<file path="src/rtl/dm_arbiter.sv">
// dm_arbiter: two-port arbiter in front of a single-port byte-addressed data
// memory (big-endian words, combinational read, write on the falling edge).
// Each access runs IDLE -> ACCESS -> RESP, one cycle per state, and any
// out-of-range or misaligned address is rejected before the memory sees it.
module dm_arbiter #(
   parameter int DEPTH_BYTES    = 64,
   parameter int FIXED_PRIORITY = 0,
   parameter int CHECK_ALIGN    = 1
) (
   input  logic        CLK,
   input  logic        Reset,
   input  logic        req0,
   input  logic        we0,
   input  logic [31:0] addr0,
   input  logic [31:0] wdata0,
   input  logic        req1,
   input  logic        we1,
   input  logic [31:0] addr1,
   input  logic [31:0] wdata1,
   output logic        ack0,
   output logic        err0,
   output logic        ack1,
   output logic        err1,
   output logic [31:0] rdata,
   output logic        mem_rw,
   output logic [31:0] mem_addr,
   output logic [31:0] mem_wdata,
   input  logic [31:0] mem_rdata
);

   localparam logic [1:0] IDLE   = 2'd0;
   localparam logic [1:0] ACCESS = 2'd1;
   localparam logic [1:0] RESP   = 2'd2;

   // Highest byte address at which a full word still fits in the array.
   localparam logic [31:0] LAST_WORD = 32'(DEPTH_BYTES - 4);

   logic [1:0]  state;
   logic        last_grant;
   logic        lat_port;
   logic        lat_we;
   logic        lat_err;

   logic        win;
   logic        win_we;
   logic [31:0] win_addr;
   logic [31:0] win_wdata;
   logic        win_err;

   // Pick the winning port and validate its address; only consumed in IDLE.
   always_comb begin
      win = 1'b0;
      if (req0 && req1) begin
         win = (FIXED_PRIORITY != 0) ? 1'b0 : ~last_grant;
      end else if (req1) begin
         win = 1'b1;
      end
      win_we    = win ? we1    : we0;
      win_addr  = win ? addr1  : addr0;
      win_wdata = win ? wdata1 : wdata0;
      // Plain unsigned compare against the last word start: no addr+3 is
      // formed, so addresses near 0xFFFFFFFF cannot wrap into range.
      win_err   = (win_addr > LAST_WORD) ||
                  ((CHECK_ALIGN != 0) && (win_addr[1:0] != 2'b00));
   end

   // Handshake sequencer; every output is a register updated here.
   always_ff @(posedge CLK) begin
      // NOTE: non-blocking assignments so every register samples the
      // pre-edge value of every other, independent of statement order.
      if (Reset) begin
         state      <= IDLE;
         last_grant <= 1'b1;
         lat_port   <= 1'b0;
         lat_we     <= 1'b0;
         lat_err    <= 1'b0;
         ack0       <= 1'b0;
         err0       <= 1'b0;
         ack1       <= 1'b0;
         err1       <= 1'b0;
         rdata      <= 32'h0;
         mem_rw     <= 1'b0;
         mem_addr   <= 32'h0;
         mem_wdata  <= 32'h0;
      end else begin
         case (state)
            IDLE: begin
               if (req0 || req1) begin
                  state      <= ACCESS;
                  last_grant <= win;
                  lat_port   <= win;
                  lat_we     <= win_we;
                  lat_err    <= win_err;
                  // A rejected access parks the address at 0 and never writes.
                  mem_addr   <= win_err ? 32'h0 : win_addr;
                  mem_wdata  <= win_wdata;
                  mem_rw     <= win_we & ~win_err;
               end
            end
            ACCESS: begin
               state  <= RESP;
               mem_rw <= 1'b0;
               rdata  <= (lat_we || lat_err) ? 32'h0 : mem_rdata;
               ack0   <= ~lat_port;
               err0   <= ~lat_port & lat_err;
               ack1   <= lat_port;
               err1   <= lat_port & lat_err;
            end
            RESP: begin
               state <= IDLE;
               ack0  <= 1'b0;
               err0  <= 1'b0;
               ack1  <= 1'b0;
               err1  <= 1'b0;
            end
            default: begin
               state <= IDLE;
            end
         endcase
      end
   end

endmodule

</file>
<file path="config.mk">
export PLATFORM = sky130hd
export DESIGN_NAME = dm_arbiter
export DESIGN_NICKNAME = d
export VERILOG_FILES = /design/src/rtl/dm_arbiter.sv
export SDC_FILE = /design/constraint.sdc
export NUM_CORES = 1
export LEC_CHECK = 0
export ABC_AREA = 1
export BUFFER_PORTS_ARGS = -buffer_cell sky130_fd_sc_hd__buf_2
export CELL_PAD_IN_SITES_DETAIL_PLACEMENT = 1
export CELL_PAD_IN_SITES_GLOBAL_PLACEMENT = 2
export CORE_MARGIN = 10
export CORE_UTILIZATION = 22
export CTS_CLUSTER_DIAMETER = 40
export CTS_CLUSTER_SIZE = 20
export DETAILED_ROUTE_END_ITERATION = 7
export GPL_ROUTABILITY_DRIVEN = 0
export GPL_TIMING_DRIVEN = 0
export MAX_ROUTING_LAYER = met4
export PLACE_DENSITY = 0.78
export SYNTH_ARGS = -nofsm -noshare
export SYNTH_HDL_FRONTEND = slang
export SYNTH_SLANG_ARGS = --single-unit
</file>
<file path="constraint.sdc">
create_clock -name CLK -period 1.8 [get_ports CLK]
set_input_delay 0.45 -clock CLK [delete_from_list [all_inputs] [get_ports CLK]]
set_output_delay 0.45 -clock CLK [all_outputs]
set_load 0.02 [all_outputs]
</file>
# Word-level counts from Yosys, hierarchy flattened
# Index checks and enable logic that the tools add are counted.
dict set report word_totals {
  ff_bits 107
  output_inout_bits 101
  word_cells 48
}
dict set report op_classes {
  order_cmp 1
  n_mux 15
  reduce_logical 10
  n_bitwise 6
  n_eq_ne 3
}
# op count
set op_table {}
lappend op_table {{two-way mux 32 bit} 4}
lappend op_table {{> comparator 32 x 6 -> 1 bit, second input constant} 1}
lappend op_table {{one-hot mux 1 bit (2 select lines)} 5}
lappend op_table {{nonzero test 2 bit} 3}
lappend op_table {{two-way mux 1 bit} 4}
lappend op_table {{one-hot mux 2 bit (2 select lines)} 1}
lappend op_table {{AND reduction 2 bit} 2}
lappend op_table {{bitwise AND 1 bit} 3}
lappend op_table {{logical OR 1 bit} 3}
lappend op_table {{inverter 1 bit} 3}
lappend op_table {{equality test 2 x 1 -> 1 bit, second input constant} 1}
lappend op_table {{equality test 2 bit, second input constant} 1}
lappend op_table {{zero test 2 bit} 1}
lappend op_table {{two-way mux 2 bit} 1}
lappend op_table {{inequality test 2 bit, second input constant} 1}
lappend op_table {{logical AND 1 bit} 1}

# Longest topological paths before layout
# Gate-level depths: netlist of run 1.
dict set report logic_depth {
  word_depth 9
  ltp_mapped 13
  ltp_nobuf 11
}

# Least setup slack after synthesis of run 1
# No wires, ideal clock.
dict set report synth_path {
  path_type {input to register}
  startpoint {input req0}
  endpoint {register mem_rw}
  slack_ns 0.189
  arrival_ns 1.479
  setup_ns 0.132
  t_required_ns 1.668
  path_stages 9
  path_buffers 2
  path_cell_list {nand2_1 > nand2_1 > buf_4 > buf_2 > or2_2 > o211ai_1 > nor2_1 > nand3_1 > a21oi_1}
}
dict set report synth_via {
  elab_chain_cells 9
}
# element line
set synth_lines {}
lappend synth_lines {{start, declared} 12} ;# input logic req0,
lappend synth_lines {{logical AND 1 bit} 53} ;# if (req0 && req1) begin
lappend synth_lines {{two-way mux 1 bit} 53}
lappend synth_lines {{two-way mux 32 bit} 59} ;# win_addr = win ? addr1 : addr0;
lappend synth_lines {{> comparator 32 x 6 -> 1 bit or nonzero test 2 bit (tied branches)} {63, 64}}
lappend synth_lines {{logical OR 1 bit} 63} ;# win_err = (win_addr > LAST_WORD) ||
lappend synth_lines {{inverter 1 bit} 97} ;# mem_rw <= win_we & ~win_err;
lappend synth_lines {{bitwise AND 1 bit} 97}
lappend synth_lines {{two-way mux 1 bit} 88} ;# if (req0 || req1) begin
lappend synth_lines {{one-hot mux 1 bit (2 select lines)} 86} ;# case (state)
lappend synth_lines {{end signal, assigned} 97}
lappend synth_lines {{end, declared} 25} ;# output logic mem_rw,
# Several ways; a longest one is shown, not always the timed one. The select of a mux whose other input is x is not followed.
# A chain may end at the register's enable or synchronous reset.

# Worst setup path in the final report of run 1
dict set report layout_path {
  startpoint {register last_grant}
  endpoint {register mem_addr[5]}
}
dict set report layout_via {
  elab_chain_cells 6
}
# element line
set layout_lines {}
lappend layout_lines {{start, declared} 39} ;# logic last_grant;
lappend layout_lines {{start signal, assigned} 90} ;# last_grant <= win;
lappend layout_lines {{inverter 1 bit (*)} 54} ;# win = (FIXED_PRIORITY != 0) ? 1'b0 : ~last_grant;
lappend layout_lines {{two-way mux 1 bit (*)} 53}
lappend layout_lines {{two-way mux 32 bit (*)} 59}
lappend layout_lines {{> comparator 32 x 6 -> 1 bit or nonzero test 2 bit (tied branches)} {63, 64}}
lappend layout_lines {{logical OR 1 bit} 63}
lappend layout_lines {{two-way mux 32 bit (*)} 95} ;# mem_addr <= win_err ? 32'h0 : win_addr;
lappend layout_lines {{end signal, assigned} 95}
lappend layout_lines {{end, declared} 26} ;# output logic [31:0] mem_addr,
# Every way passes the cells marked *; elsewhere a longest branch is shown, timed or not.

==> results of run 1 <==
==> state kept, by name, indices dropped and copies added, names as in the netlist <==
register	flops
mem_rw	1
state	2
mem_addr	32
lat_err	1
lat_port	1
ack1	1
err1	1
rdata	32
err0	1
lat_we	1
ack0	1
mem_wdata	32
last_grant	1
==> cell type report <==
| class | instances | share of cell area |
|---|---|---|
| diodes | 7 | 0.00261 |
| clock buffers | 10 | 0.0356 |
| clock inverters | 4 | 0.00764 |
| well taps | 270 | 0.0503 |
| multi-input cells | 454 | 0.318 |
| repair buffers | 272 | 0.210 |
| inverters | 33 | 0.0190 |
| flip-flops and latches | 107 | 0.320 |
| plain buffers | 46 | 0.0371 |
==> per-stage QoR <==
step | hold WS, ns | setup TNS (ns) | setup slack [ns]
final | 0.352 | 0 | 0.0494
after global routing | 0.338 | -0.525 | -0.109
after CTS | 0.336 | 0 | 0.00311
after detailed placement | 0.429 | -25.48 | -0.404
after global placement | 0.424 | -22.97 | -0.365
after floorplan | 0.429 | 0 | 0.189
==> logic make-up after synthesis <==
group	synth area share
buf+inv	0.0714
compound gates	0.174
fa+ha+maj	0.00827
flops	0.472
simple gates	0.274
==> where the power goes <==
part	total (mW)	switching (mW)	internal, mW
clock	1.99	0.886	1.11
combinational	1.62	1.04	0.588
sequential	2.69	0.107	2.58
total	6.30	2.03	4.27
==> routing by layer <==
metal,GRT usage,share of wire,vias up,wire (um)
li1,-,-,2659,-
met1,0.175,0.43,2362,8850
met2,0.249,0.47,176,9670
met3,0.0619,0.087,9,1790
met4,0.0219,0.0057,0,116
met5,-,0,-,0
==> critical path: cells and delay by family, from the launching register on <==
family                 cells  cell delay (ns)
buffers and inverters      4             0.63
AO/OA/AOI/OAI              2             0.29
flip-flops                 1             0.36
AND/OR/NAND/NOR            4             0.32
==> what timing repair did <==
| item | in CTS | in global routing |
|---|---|---|
| setup buffers | 4 | 1 |
| resized for setup | 10 | 49 |
| pin swaps | 2 | 10 |
| endpoints found under the setup margin | 68 | 95 |
| gates cloned | 0 | 1 |
==> final timing paths <==
| kind | from | to | slack [ns] | cells after the start |
|---|---|---|---|---|
| worst min register to register | mem_addr[25] | mem_addr[25] | 0.44 | 2 |
| worst max register to register | last_grant | mem_addr[5] | 0.05 | 10 |
| worst min-delay path | mem_rdata[9] | rdata[9] | 0.35 | 3 |
| worst max-delay path | last_grant | mem_addr[5] | 0.05 | 10 |
==> synth_stat cells <==
master | instances | share of area
o211ai_1 | 1 | 0.0017
or2_1 | 1 | 0.0014
a31oi_1 | 32 | 0.044
a21oi_1 | 45 | 0.050
nor2_4 | 2 | 0.0050
o21ai_1 | 4 | 0.0044
inv_2 | 1 | 0.00083
nand4_1 | 2 | 0.0028
dfxtp_1 | 107 | 0.47
or2_2 | 1 | 0.0014
buf_4 | 1 | 0.0017
nand2_1 | 215 | 0.18
clkbuf_1 | 31 | 0.026
buf_2 | 13 | 0.014
o21ai_0 | 66 | 0.073
ha_1 | 3 | 0.0083
inv_1 | 32 | 0.026
nand3b_1 | 19 | 0.031
nand3_1 | 11 | 0.012
nor2_2 | 1 | 0.0014
buf_6 | 1 | 0.0025
a211oi_1 | 1 | 0.0017
nor2_1 | 50 | 0.041
==> impl_metrics.toml, run 1 <==
[setup_path]
cp_slowest_stage_delay_ns = 0.36
crit_path_start_kind = "flop"
cpMostUsedCell = "nand2_4"
cp-end-kind = "flop"
cp_cell_sequence = "nand2_4 > nand2_4 > buf_8 > clkinvlp_4 > buf_4 > buf_2 > o21ai_0 > nor2_1 > nand3_1 > a21oi_2"
crit_slowest_cell = "dfxtp_4"
crit_required_ns = 2.01
worst-setup-path-type = "flop to flop"
cp_max_fo = 10
cp_data_arrival_time_ns = 1.96

[placement]
hpwl_mm = 16.6
place_area_sq_mm = 0.00621
place_inst = 1176
io_buffers = 266

[layout]
ff_latch_area_sq_mm = 0.00215
final_cell_area_sq_mm = 0.00671
stdcell_count = 1203
post-route-util = 0.331
fill_cells = 2647
nNetsFinal = 1092
final_cell_mix = "buf_2, nand2_1, dfxtp_1"
multi_input_comb_area_sq_mm = 0.00214
final_common_cell = "buf_2"
syn2layout_area_growth_pct = 47.8
drive_above_1_share = 0.362

[synth]
ys_ff_latch = 107
ys_seq_area_frac = 0.472
syn_area_sq_mm = 0.00454
postSynthCellCount = 640
ys_warn_count = 0
syn-mean-instance-area_sq_um = 7.09
yosysUniqueCellTypes = 23
synthesis.nets = 809

[hold_path]
hp-class = "primary input to flop"

[detailed_routing]
postRouteWirelength_mm = 20.4
ant_nets = 0
drtPass1Iterations = 4
routedWlPerCell_um = 17.0
viasPerCell = 4.33
vias = 5206
drc = 0
drt_iter0_markers = 158

[timing]
drv_slew = 0
fmax_ghz = 0.571
hold_viol_final = 0
skew_ns = 0.0120
post-route-min-period_ns = 1.75
period_share = 0.973
setup_viol = 0
worstMarginPinSlew_ns = 0.590
rsz0062_at_grt = "true"
relSlewSlack = 0.607

[die]
fp.dieH_um = 164
initial_utilization = 0.224
dieArea_sq_mm = 0.0268
ios = 267
rows = 52
die_x_um = 164
core_sq_mm = 0.0203

[clocking]
clock_path_buffers = 2
htreeDepth = 3
clock_sinks = 107
path_clk_slew_ns = 0.07
holdBufCountCts = 0
cts_tree = "built"
cts_inserted_buffers = 9
clkLatencyLatePin_ns = 0.35
root_buffer = "clkbuf_16"

[pwr]
peakVddDrop_mv = 0.488
p_leak_nw = 3.39
fin_total_pwr_mw = 6.30
p_per_area_mw_per_mm2 = 939

[run_status]
outcome = "complete, no violations"

[global_routing]
grt_max_degree = 17
overflow = 0
antenna_found_initial = 7
track_usage = 0.152
grt_pass1_vias = 5619
grt_pass1_wl_mm = 31.5

[run]
maxCapViolations = 0
No activity file was read; power rests on OpenSTA's default activity.
==> run 2, diff against run 1 <==
==> config.mk (replaced) <==
export PLATFORM = sky130hd
export DESIGN_NAME = dm_arbiter
export DESIGN_NICKNAME = d
export VERILOG_FILES = /design/src/rtl/dm_arbiter.sv
export SDC_FILE = /design/constraint.sdc
export NUM_CORES = 1
export LEC_CHECK = 0
export BUFFER_PORTS_ARGS = -buffer_cell sky130_fd_sc_hd__buf_2
export CELL_PAD_IN_SITES_DETAIL_PLACEMENT = 1
export CELL_PAD_IN_SITES_GLOBAL_PLACEMENT = 2
export CORE_MARGIN = 10
export CORE_UTILIZATION = 23
export CTS_CLUSTER_DIAMETER = 40
export CTS_CLUSTER_SIZE = 20
export DETAILED_ROUTE_END_ITERATION = 7
export GPL_TIMING_DRIVEN = 0
export MAX_ROUTING_LAYER = met4
export PLACE_DENSITY = 0.77
export SYNTH_ARGS = -nofsm -noshare
export SYNTH_HDL_FRONTEND = slang
export SYNTH_SLANG_ARGS = --single-unit
==> constraint.sdc (replaced) <==
create_clock -name CLK -period 1.7 [get_ports CLK]
set_input_delay 0.425 -clock CLK [delete_from_list [all_inputs] [get_ports CLK]]
set_output_delay 0.425 -clock CLK [all_outputs]
set_load 0.02 [all_outputs]
==> impl_metrics.toml, run 2 <==
[synth]
async_reset_ff_frac = 0
ys_seq_area_frac = 0.534
synthesis.nets = 566
synthTopCellsByArea = "dfxtp_1, mux2i_1, nor2_1"
yosysMostFrequentCell = "dfxtp_1"
ys_warn_count = 0
ys_ff_latch = 107
yosysUniqueCellTypes = 34
syn-mean-instance-area_sq_um = 10.1
yosysTopAreaCell = "dfxtp_1"
synth_common_cells = "dfxtp_1, nor2_1, mux2i_1"
syn_area_sq_mm = 0.00401
postSynthCellCount = 397
synth_top_area_share = 0.534
synthFlopType = "dfxtp_1"
synth-edff-count = 0

[timing]
period_share = 0.923
setup_viol = 0
skew_ns = 0.00988
worstMarginPinSlew_ns = 0.598
drv_slew = 0
rsz0062_at_grt = "true"
fmax_ghz = 0.637
fin_ws_ns = 0.131
relSlewSlack = 0.602
hold_viol_final = 0
post-route-min-period_ns = 1.57

[global_routing]
grt_pass1_vias = 4398
track_usage = 0.139
antenna_found_initial = 1
grt_pass1_wl_mm = 25.0
overflow = 0
grt_max_degree = 20

[clocking]
cts_inserted_buffers = 9
root_buffer = "clkbuf_16"
cts_tree = "built"
clock_path_buffers = 2
htreeDepth = 3
clkLatencyLatePin_ns = 0.35
path_clk_slew_ns = 0.08
post-cts-setup-buffer-count = 0
clock_sinks = 107

[die]
dieArea_sq_mm = 0.0231
rows = 48
core_sq_mm = 0.0172
initial_utilization = 0.234
fp.dieH_um = 152
die_x_um = 152
ios = 267

[layout]
syn2layout_area_growth_pct = 49.2
nNetsFinal = 844
fill_cells = 2093
final_cell_mix = "buf_2, dfxtp_1, nor2_1"
final_common_cell = "buf_2"
stdcell_count = 906
drive_above_1_share = 0.459
reg_top3 = "mem_addr (32), mem_wdata (32), rdata (32)"

[setup_path]
timing.rr.start = "state[0]"
startpoint = "state[0]"
crit_slowest_cell = "dfxtp_2"
crit_path_start_kind = "flop"
cp_cell_sequence = "inv_1 > ha_2 > o21a_1 > clkbuf_4 > buf_6 > buf_4 > a211oi_1"
cp_top_family = "buffers and inverters"
worst-setup-path-type = "flop to flop"
cp_slowest_stage_delay_ns = 0.33
cp_data_arrival_time_ns = 1.78
cp-end-kind = "flop"
cp_max_fo = 10
crit_required_ns = 1.91
crit_buf_inv = 4

[detailed_routing]
drt_iter0_markers = 80
viasPerCell = 4.47
ant_nets = 0
postRouteWirelength_mm = 16.5
vias = 4047
routedWlPerCell_um = 18.2
drtPass1Iterations = 4
drc = 0

[hold_path]
hp-class = "primary input to flop"
min_from = "mem_rdata[19]"

[placement]
place_inst = 888
hpwl_mm = 13.8
io_buffers = 266
place_congestion = 0.897
preCtsSetupSlack_ns = -0.295

[run_status]
outcome = "complete, no violations"

[run]
maxCapViolations = 0

[pwr]
peakVddDrop_mv = 0.440
p_per_area_mw_per_mm2 = 1010
p_leak_nw = 2.88
## run 2: through the flow
stage / total power [mW] / utilization / TNS (ns) / hold slack [ns] / cell area [sq um]
floorplan: 3.53 / - / 0 / 0.476 / 4010
global placement: 4.05 / 0.328 / -7.26 / 0.435 / 5630
detailed placement: 4.09 / 0.328 / -10.69 / 0.437 / 5630
CTS: 6.18 / 0.346 / 0 / 0.292 / 5950
global route: 6.41 / 0.349 / -0.262 / 0.303 / 5990
finish: 6.07 / 0.349 / 0 / 0.305 / 5990
## run 2: kinds of logic after synthesis
group	after synthesis	share of synthesized area
flops	107	0.534
mux	40	0.0997
simple gates	134	0.163
fa+ha+maj	3	0.00935
compound gates	81	0.153
buf+inv	32	0.0411
## run 2: power by group
| group | internal, mW | leakage, nW | total (mW) | switching [mW] |
|---|---|---|---|---|
| clock | 1.02 | 0.143 | 2.02 | 1.01 |
| sequential | 2.68 | 0.875 | 2.77 | 0.0940 |
| combinational | 0.528 | 1.86 | 1.28 | 0.750 |
| total | 4.22 | 2.88 | 6.07 | 1.85 |
## run 2: worst paths after layout
kind,to,slack [ns],cells after the start
worst min-delay path,rdata[19],0.30,3
worst min register to register,mem_addr[2],0.45,2
worst max register to register,mem_wdata[11],0.13,7
worst max-delay path,mem_wdata[11],0.13,7
## run 2: area by class of cell
| class | count | area, sq um | share of cell area |
|---|---|---|---|
| antenna | 1 | 2.50 | 0.000418 |
| buffer | 29 | 193 | 0.0322 |
| clock buffer | 9 | 225 | 0.0376 |
| clock inverter | 7 | 61.3 | 0.0102 |
| inverter | 3 | 12.5 | 0.00209 |
| multi-input combinational | 258 | 1730 | 0.289 |
| sequential | 107 | 2140 | 0.358 |
| tap | 225 | 282 | 0.0470 |
| timing repair buffer | 267 | 1340 | 0.223 |
## run 2: routing by layer
metal,vias to the layer above,track usage,share of wire
met5,-,-,0
met4,0,0.0371,0.010
met3,14,0.0392,0.060
met2,162,0.243,0.51
met1,1899,0.151,0.42
li1,1972,-,-
## run 2: repair_timing
action	CTS	global route
cloned	0	1
setup endpoints to repair	83	58
resized for setup	14	22
hold endpoints to repair	0	0
hold buffers	0	0
pin swaps	0	1
## run 2: tightest hold or removal path: stages
cell and delay [ns]:
buf_2 0.08, a22oi_1 0.05, nor2_1 0.07
==> run 3, diff against run 2 <==
--- a/config.mk
+++ b/config.mk
@@ -16,6 +16,7 @@
 export GPL_TIMING_DRIVEN = 0
 export MAX_ROUTING_LAYER = met4
 export PLACE_DENSITY = 0.77
+export SETUP_SLACK_MARGIN = 0.5
 export SYNTH_ARGS = -nofsm -noshare
 export SYNTH_HDL_FRONTEND = slang
 export SYNTH_SLANG_ARGS = --single-unit
==> impl_metrics.toml, run 3 (synthesis gave the netlist of run 2 again) <==
[timing]
worstMarginPinSlew_ns = 0.677
post-route-min-period_ns = 1.46
rsz0062_at_grt = "true"
relSlewSlack = 0.549
period_share = 0.858
drv_slew = 0
setup_viol = 0
fmax_ghz = 0.685
skew_ns = 0.0117
holdWs_ns = 0.310
hold_viol_final = 0

[clocking]
cts_tree = "built"
clkLatencyLatePin_ns = 0.35
clock_sinks = 107
clock_path_buffers = 2
htreeDepth = 3
holdBufCountCts = 0
root_buffer = "clkbuf_16"
cts_inserted_buffers = 9
path_clk_slew_ns = 0.07

[global_routing]
overflow = 0
grt_pass1_wl_mm = 27.7
grt_max_degree = 18
antenna_found_initial = 0
grt_pass1_vias = 4967
track_usage = 0.153

[die]
fp.dieH_um = 152
initial_utilization = 0.234
ios = 267
rows = 48
die_x_um = 152
core_sq_mm = 0.0172
dieArea_sq_mm = 0.0231

[layout]
nNetsFinal = 920
final_cell_mix = "buf_2, buf_6, dfxtp_2"
num_antenna_cells = 0
reg_top3 = "mem_addr (32), mem_wdata (32), rdata (32)"
drive_above_1_share = 0.821
final_cell_area_sq_mm = 0.00847
syn2layout_area_growth_pct = 111
final_common_cell = "buf_2"

[run]
maxCapViolations = 0

[detailed_routing]
postRouteWirelength_mm = 19.9
routedWlPerCell_um = 20.3
drc = 0
ant_nets = 0
drt_iter0_markers = 141
viasPerCell = 4.57
vias = 4479
drtPass1Iterations = 4

[setup_path]
cp_top_family = "buffers and inverters"
crit_buf_inv = 4
cp_data_arrival_time_ns = 1.75
rrSetupSlack_ns = 0.24
crit_slowest_cell = "dfxtp_4"
crit_path_start_kind = "flop"
cp-end-kind = "flop"
cp_slowest_stage_delay_ns = 0.38
cp_max_fo = 8
worst-setup-path-type = "flop to flop"
cp_cell_sequence = "inv_4 > ha_4 > o21a_1 > buf_6 > nor2_4 > buf_12 > clkbuf_16 > and2_4"
crit_required_ns = 1.99
r2r_cells = 8
path_depth = 8

[run_status]
outcome = "complete, no violations"

[placement]
place_congestion = 0.859
place_area_sq_mm = 0.00592
hpwl_mm = 14.2
io_buffers = 266

[pwr]
peakVddDrop_mv = 0.502
p_leak_nw = 3.68
p_per_area_mw_per_mm2 = 890

[hold_path]
hp-class = "primary input to flop"
worstHoldPathCells = 3
-- run 3: cell count changes in the layout (fill, tap and decap cells not counted), moves of 31 or more --
cell | previous run | this run
buf_6 | 3 | 112
buf_2 | 270 | 165
dfxtp_1 | 105 | 4
dfxtp_2 | 2 | 100
buf_4 | 8 | 57
a22oi_1 | 32 | 1
a22oi_2 | 0 | 31
-- run 3: where the power goes --
group | leakage, nW | total [mW] | switching, mW | internal (mW)
sequential | 0.918 | 2.85 | 0.145 | 2.71
clock | 0.170 | 2.45 | 0.960 | 1.49
combinational | 2.59 | 2.23 | 1.04 | 1.19
total | 3.68 | 7.54 | 2.15 | 5.39
-- run 3: what timing repair did --
item | in CTS | in global routing
endpoints found under the setup margin | 206 | 206
cloned | 2 | 9
buffers inserted | 33 | 33
resized for setup | 356 | 111
pin swaps | 11 | 73
-- run 3: stage by stage --
stage	power, mW	TNS [ns]	cells	worst slack [ns]	utilization
5_1_grt	7.87	0	981	0.154	0.493
4_1_cts	7.22	0	939	0.284	0.440
2_1_floorplan	3.66	0	397	0.344	-
3_3_place_gp	4.20	-7.24	888	-0.176	0.344
3_5_place_dp	4.26	-8.24	888	-0.215	0.344
6_report	7.54	0	981	0.241	0.493
-- run 3: worst min-delay path: cells and delay by family --
kind / cells / cell delay [ns]
buffers and inverters: 1 / 0.08
AO/OA/AOI/OAI: 1 / 0.04
AND/OR/NAND/NOR: 1 / 0.07
-- run 3: area by class of cell --
class	count	area (sq um)
fill	1881	8710
timing repair buffer	343	2770
multi-input combinational	258	2410
sequential	107	2280
buffer	29	343
tap	225	282
clock buffer	11	243
clock inverter	5	108
inverter	3	28.8
-- run 3: final timing paths --
| check | startpoint | to |
|---|---|---|
| worst max-delay path | state[0] | mem_addr[25] |
| worst min-delay path | mem_rdata[14] | rdata[14] |
| worst max register to register | state[0] | mem_addr[25] |
| worst min register to register | mem_addr[3] | mem_addr[3] |
-- run 3: layer usage --
metal	vias up	part of all wire	track usage
li1	2133	-	-
met1	2199	0.39	0.159
met2	130	0.55	0.277
met3	17	0.047	0.0449
met4	0	0.014	0.0422
met5	-	0	-
